[config.mk]
export PLATFORM = sky130hd
export DESIGN_NAME = lfsr16_stream_ctrl
export DESIGN_NICKNAME = d
export VERILOG_FILES = /design/src/rtl/lfsr16_stream_ctrl.sv
export SDC_FILE = /design/constraint.sdc
export NUM_CORES = 1
export LEC_CHECK = 0
export BUFFER_PORTS_ARGS = -buffer_cell sky130_fd_sc_hd__buf_2
export CAP_MARGIN = 5
export CORE_MARGIN = 3
export CORE_UTILIZATION = 32
export CTS_CLUSTER_DIAMETER = 40
export DETAILED_ROUTE_END_ITERATION = 16
export SYNTH_ARGS = -nofsm -noshare
export SYNTH_HDL_FRONTEND = slang
export SYNTH_SLANG_ARGS = --single-unit
[constraint.sdc]
create_clock -name clk -period 2.2 [get_ports clk]
set_input_delay 0.22 -clock clk [delete_from_list [all_inputs] [get_ports clk]]
set_output_delay 0.22 -clock clk [all_outputs]
set_load 0.05 [all_outputs]
[src/rtl/lfsr16_stream_ctrl.sv]
// rtl/lfsr16_stream_ctrl.sv - bounded, flow-controlled 16-bit Fibonacci LFSR bit source
// Seeds the LFSR, produces nbits output bits and packs them MSB-first into WORD_W-bit stream words.
module lfsr16_stream_ctrl #(
    parameter int WORD_W = 8,
    parameter int CNT_W  = 24
) (
    input  logic              clk,
    input  logic              rst,
    input  logic              start,
    input  logic [15:0]       seed,
    input  logic [CNT_W-1:0]  nbits,
    input  logic              abort,
    output logic              busy,
    output logic              done,
    output logic [WORD_W-1:0] word_data,
    output logic              word_valid,
    input  logic              word_ready,
    output logic [15:0]       lfsr_state,
    output logic              period_wrap
);

    localparam int PK_W = $clog2(WORD_W) + 1;
    localparam logic [PK_W-1:0] PK_LAST = PK_W'(WORD_W - 1);
    localparam logic [PK_W-1:0] PK_FULL = PK_W'(WORD_W);

    localparam logic [1:0] S_IDLE  = 2'd0;
    localparam logic [1:0] S_RUN   = 2'd1;
    localparam logic [1:0] S_FLUSH = 2'd2;
    localparam logic [1:0] S_DONE  = 2'd3;

    logic [1:0]        state;
    logic [15:0]       loaded_seed;
    logic [CNT_W-1:0]  remaining;
    logic [PK_W-1:0]   pk_cnt;
    logic [WORD_W-1:0] pack;

    logic              out_bit;
    logic              fb;
    logic [15:0]       lfsr_next;
    logic [15:0]       seed_eff;
    logic [WORD_W:0]   pack_shift;
    logic [WORD_W-1:0] pack_next;
    logic [WORD_W-1:0] flush_word;
    logic              word_full;
    logic              out_free;
    logic              advance;

    // lfsr_state[15] is s[16]; taps s16,s15,s13,s4 map to bits 15,14,12,3.
    assign out_bit   = lfsr_state[15];
    assign fb        = lfsr_state[15] ^ lfsr_state[14] ^ lfsr_state[12] ^ lfsr_state[3];
    assign lfsr_next = {lfsr_state[14:0], fb};
    assign seed_eff  = (seed == 16'h0000) ? 16'h0001 : seed;

    assign pack_shift = {pack, out_bit};
    assign pack_next  = pack_shift[WORD_W-1:0];
    assign flush_word = pack << (PK_FULL - pk_cnt);

    assign word_full = (pk_cnt == PK_LAST);
    assign out_free  = !word_valid || word_ready;
    // Only the word-completing bit needs the output register, so stall just that one.
    assign advance   = (state == S_RUN) && (remaining != '0)
                       && !(word_full && word_valid && !word_ready);

    assign busy = (state == S_RUN) || (state == S_FLUSH);
    assign done = (state == S_DONE);

    always_ff @(posedge clk) begin
        if (rst) begin
            state       <= S_IDLE;
            lfsr_state  <= 16'h0001;
            loaded_seed <= 16'h0001;
            remaining   <= '0;
            pk_cnt      <= '0;
            pack        <= '0;
            word_data   <= '0;
            word_valid  <= 1'b0;
            period_wrap <= 1'b0;
        end else if (abort) begin
            state       <= S_IDLE;
            remaining   <= '0;
            pk_cnt      <= '0;
            pack        <= '0;
            word_valid  <= 1'b0;
            period_wrap <= 1'b0;
        end else begin
            period_wrap <= 1'b0;
            if (word_valid && word_ready) begin
                word_valid <= 1'b0;
            end

            case (state)
                S_IDLE: begin
                    if (start) begin
                        if (nbits != '0) begin
                            lfsr_state  <= seed_eff;
                            loaded_seed <= seed_eff;
                            remaining   <= nbits;
                            pk_cnt      <= '0;
                            pack        <= '0;
                            state       <= S_RUN;
                        end else begin
                            state <= S_DONE;
                        end
                    end
                end

                S_RUN: begin
                    if (advance) begin
                        lfsr_state  <= lfsr_next;
                        period_wrap <= (lfsr_next == loaded_seed);
                        remaining   <= remaining - CNT_W'(1);
                        if (word_full) begin
                            word_data  <= pack_next;
                            word_valid <= 1'b1;
                            pk_cnt     <= '0;
                            pack       <= '0;
                        end else begin
                            pack   <= pack_next;
                            pk_cnt <= pk_cnt + 1'b1;
                        end
                        // The last bit always leaves either a partial word or a fresh valid word.
                        if (remaining == CNT_W'(1)) begin
                            state <= S_FLUSH;
                        end
                    end
                end

                S_FLUSH: begin
                    if (pk_cnt != '0) begin
                        if (out_free) begin
                            word_data  <= flush_word;
                            word_valid <= 1'b1;
                            pk_cnt     <= '0;
                            pack       <= '0;
                        end
                    end else if (out_free) begin
                        state <= S_DONE;
                    end
                end

                default: begin
                    state <= S_IDLE;
                end
            endcase
        end
    end

endmodule

After elaboration in Yosys (flattened, before gate mapping)
Cells that the tools add are included. Widths: inputs -> output; s select.

Word-level logic and storage cells: 100. Bits of input ports: 45. Register bits: 80. Output and inout port bits: 28.

Equal/unequal tests: 14. Shift-type cells: 1. Reductions and logical operators: 26. Bitwise gates (word level): 6. Add/subtract/negate cells: 3. Muxes and demuxes: 41.

Operators with widths (count): $mux 8 (10); $mux 24 (3); $mux 16 (4); $pmux 24 s2 (1); $reduce_bool 24->1 (2); $pmux 16 s2 (1); $eq 24x1->1 const B (1); $mux 4 (6); $pmux 8 s3 (1); $sub 24x1->24 const B (1); $eq 16x16->1 (1); $logic_not 16->1 (1); $pmux 8 s2 (1); $mux 2 (6); $ne 2x2->1 const B (6); $pmux 4 s3 (1); $reduce_and 6->1 (2); $reduce_and 5->1 (2); $reduce_and 4->1 (2); $shl 8x4->8 (1); $pmux 2 s3 (1); $logic_and 1x1->1 (5); $mux 1 (5); $add 4x1->4 const B (1); 16 further kinds (26).

Longest topological paths before layout
Depth in word-level cells: 7. Depth in mapped cells: 10. Depth with buffers taken out: 8.

Least setup slack after synthesis
OpenSTA, ideal clock, no wires.

Path kind: register to register. From: register pk_cnt[0]. To: register word_data[1]. Required time: 2114 ps. Cell stages (with the launch flop): 11. Path slack: -101 ps. Clock period less this slack: 2301 ps. Buffers on the path: 2. Arrival time: 2215 ps. Cells stage by stage: dfxtp_1 -> clkbuf_1 -> inv_1 -> ha_1 -> nor3b_1 -> o21ai_0 -> nand2_1 -> a211oi_2 -> buf_2 -> nor2_1 -> a211oi_1.

Cells in the longest elaborated chain, start to end: 7. Elaborated cells on any way between the ends: 15.

RTL lines: start, declared (RTL line 34) `logic [PK_W-1:0] pk_cnt;`; start signal, assigned (RTL line 119) `pk_cnt <= pk_cnt + 1'b1;`; parallel branches: the longest is 7 deep, another holds $sub 4x4->4; end signal, assigned (RTL line 113) `word_data <= pack_next;`; end signal, assigned (RTL line 131) `word_data <= flush_word;`; end, declared (RTL line 15) `output logic [WORD_W-1:0] word_data,`.

Parallel ways; which one is timed is not known. The select of a mux whose other input is x is not followed. A chain may end at the register's enable or synchronous reset.

Final worst setup path
From: register remaining[0]. To: register remaining[13].

Cells in the longest elaborated chain, start to end: 5. Elaborated cells on any way between the ends: 8.

RTL lines: start, declared (RTL line 33) `logic [CNT_W-1:0] remaining;`; start signal, assigned (RTL line 97) `remaining <= nbits;`; start signal, assigned (RTL line 111) `remaining <= remaining - CNT_W'(1);`; parallel branches: the longest is 5 deep, another holds $sub 24x1->24.

Parallel ways; which one is timed is not known. The select of a mux whose other input is x is not followed.

==> out/results.ini <==
[detailed_routing]
post-route-drc-count=0
drt_first_pass_iters=5
viasPerCell=5.67
wire_per_inst_um=16.6
wl_mm=14.2
via_count=4855
drtIter0Drc=438
ant_nets=0

[cts]
cts.reportedPaths.clkPinSlew_ps=60
cts_root_buf=clkbuf_16
h-tree-depth=3
cts_tree=done
clock_sinks=80
clk_latency_ps=350
cts_buffers=9
clock_path_buffers=2

[sta]
fin_skew_ps=4.72
relSlewSlack_pct=61.4
min_period_ps=2130
setup_viol=0
finalCritPeriodShare_pct=96.7
fmax_mhz=470
timing.hold.ws_ps=153
slew_violations=0
hold_violations=0
max_slew.worst_pin.slew_ps=573

[critical_path]
endpoint_kind=register
arrival_ps=2350
slowest_delay_ps=470
crit_chain=inv_2, ha_1, nor3b_2, nand4_1, buf_6, o21bai_2, buf_6, or4_1, a32oi_1, a21oi_1
rr_startpoint=remaining[0]
cp_slowest_cell=or4_1
crit_path_start=remaining[0]
cp_max_fo=12
worstSetupStartpointType=register
cp_common_cell=buf_6
required_ps=2420
critPathKind=register to register

[yosys]
ys_types=78
syn-mean-instance-area_sq_um=8.43
syn_area_sq_um=4800
ys_ff_latch=80
synthFlopType=dfxtp_1
yosysSeqAreaShare_pct=33.3
synth_edf_count=0
synth_cells=570
ys.warnings.count=0
syn_nets=623
async_flop_share_pct=0

[placed_design]
routabilityCongestion=0.875
dpl_cell_area_sq_um=5650
dp.final_hpwl_mm=10.2
port_buffers=72

[hold_path]
min_from=seed[10]
holdCritPathClass=input port to register

[cells_and_area]
fin_nets=721
drive_gt1_share_pct=27.9
syn2layout_area_growth_pct=25.2
ff_latch_area_sq_um=1600
n_antenna_cell=0
n_fill_cell=1466
postLayoutCellArea_sq_um=6010
multi_input_area_sq_um=3030

[power]
p_leak_nw=2.38
powerDensity_nw_per_um2=672
peakVddDrop_mv=0.429

[die]
die_area_sq_um=16500
core_area_sq_um=14600
fp.dieH_um=129
rows=44
die_w_um=129
initial_core_util_pct=32.9
ioPinCount=73

[global_route]
antenna_found_initial=0
grt_pass1_vias=4563
grt_max_degree=43
track_usage_pct=17.0
overflow=0
grt_pass1_wl_mm=23.0

[run_status]
status=completed

[run]
max_cap_violations=0

## flip-flops by register name, summed over array words and instances, names as in the netlist
name	cells
pack	8
pk_cnt	4
word_valid	1
state	2
loaded_seed	16
lfsr_state	16
remaining	24
word_data	8
period_wrap	1
## synthesized netlist by cell type (all sizes together) (7+ instances only)
cell	number	area (sq um)
ha	8	100
nor3	16	85.1
dfxtp	80	1600
o21ai	28	140
nor4	22	195
or4	10	80.1
mux2i	36	360
clkbuf	24	110
nor2	53	199
inv	18	67.6
buf	16	80.1
nand3	19	100
a211oi	23	183
o31ai	7	57.6
nand4	9	56.3
nor2b	8	50.1
a22oi	10	75.1
nand2	44	165
xor2	16	140
o211ai	7	52.6
o311ai	7	61.3
a21oi	28	148
## cell usage in the layout (no fill, tap or decap), types with 6 or more instances in the layout
| master | n |
|---|---|
| nand3_1 | 18 |
| nand2_1 | 44 |
| or4_1 | 8 |
| a211oi_1 | 21 |
| inv_1 | 15 |
| mux2i_1 | 36 |
| buf_2 | 72 |
| dfxtp_1 | 79 |
| nand2b_1 | 6 |
| o31ai_1 | 6 |
| clkbuf_16 | 9 |
| ha_1 | 6 |
| a31oi_1 | 6 |
| a21oi_1 | 26 |
| o211ai_1 | 7 |
| xor2_1 | 15 |
| o21ai_0 | 24 |
| o311ai_0 | 6 |
| nor2b_1 | 8 |
| nor4_1 | 16 |
| buf_4 | 50 |
| nor2_1 | 52 |
| a22oi_1 | 10 |
| nor3_1 | 13 |
| nand4_1 | 9 |
## per-layer routing
| metal | vias up | routed length, um | global-route usage, % |
|---|---|---|---|
| met3 | 19 | 843 | 3.65 |
| met2 | 169 | 6490 | 25.9 |
| met5 | - | 0 | 0 |
| met1 | 2338 | 6680 | 24.0 |
| met4 | 0 | 189 | 5.25 |
| li1 | 2329 | - | - |
## cell families (layout without fill, tap and decap cells)
family / after synthesis / after routing / share of synthesized area [%]
mux: 41 / 41 / 8.91
buf+inv: 58 / 161 / 5.36
xor+xnor: 21 / 21 / 3.83
flops: 80 / 80 / 33.3
simple gates: 206 / 206 / 23.2
compound gates: 156 / 156 / 23.3
fa+ha+maj: 8 / 8 / 2.08
## repair_timing
item                                    4_1_cts  5_1_grt
setup buffers                                 1        2
endpoints found under the setup margin       19       45
pin swaps                                     1        4
hold buffers                                  0        0
resized for setup                             0       17
## through the flow
step,setup slack (ps),std cells,total power [mW],setup TNS (ps),util [%]
CTS,10.3,855,4.03,0,40.7
global route,-37.9,857,4.23,-90.1,41.2
finish,73.1,857,4.04,0,41.2
global placement,64.4,838,2.59,0,38.7
detailed placement,-34.2,838,2.60,-77.3,38.7
floorplan,22.8,570,2.26,0,-
## area by class of cell
| type | instances | area share (%) |
|---|---|---|
| multi-input combinational | 432 | 50.4 |
| sequential | 80 | 26.6 |
| timing repair buffer | 127 | 13.5 |
| clock buffer | 11 | 3.87 |
| tap | 184 | 3.83 |
| inverter | 18 | 1.12 |
| clock inverter | 5 | 0.686 |
## critical path, delay by kind of cell (launching register included)
family	cells	cell delay [ps]
and+or+nand+nor	3	760
buffers and inverters	3	350
DFF	1	340
AOI/OAI and AO/OA	3	330
adders and majority gates	1	220
## power breakdown
part / internal [mW] / total [mW] / switching [mW]
Clock: 0.773 / 1.41 / 0.640
Combinational: 0.419 / 1.04 / 0.623
Sequential: 1.51 / 1.59 / 0.0742
Total: 2.70 / 4.04 / 1.34
## path summary, 6_finish.rpt
| check | end | slack, ps | cells past startpoint |
|---|---|---|---|
| setup / recovery | remaining[13] | 70 | 10 |
| hold / removal | loaded_seed[10] | 150 | 3 |
| setup reg to reg | remaining[13] | 70 | 10 |
| hold reg to reg | pack[7] | 470 | 2 |
(Power assumes the default switching activity.)
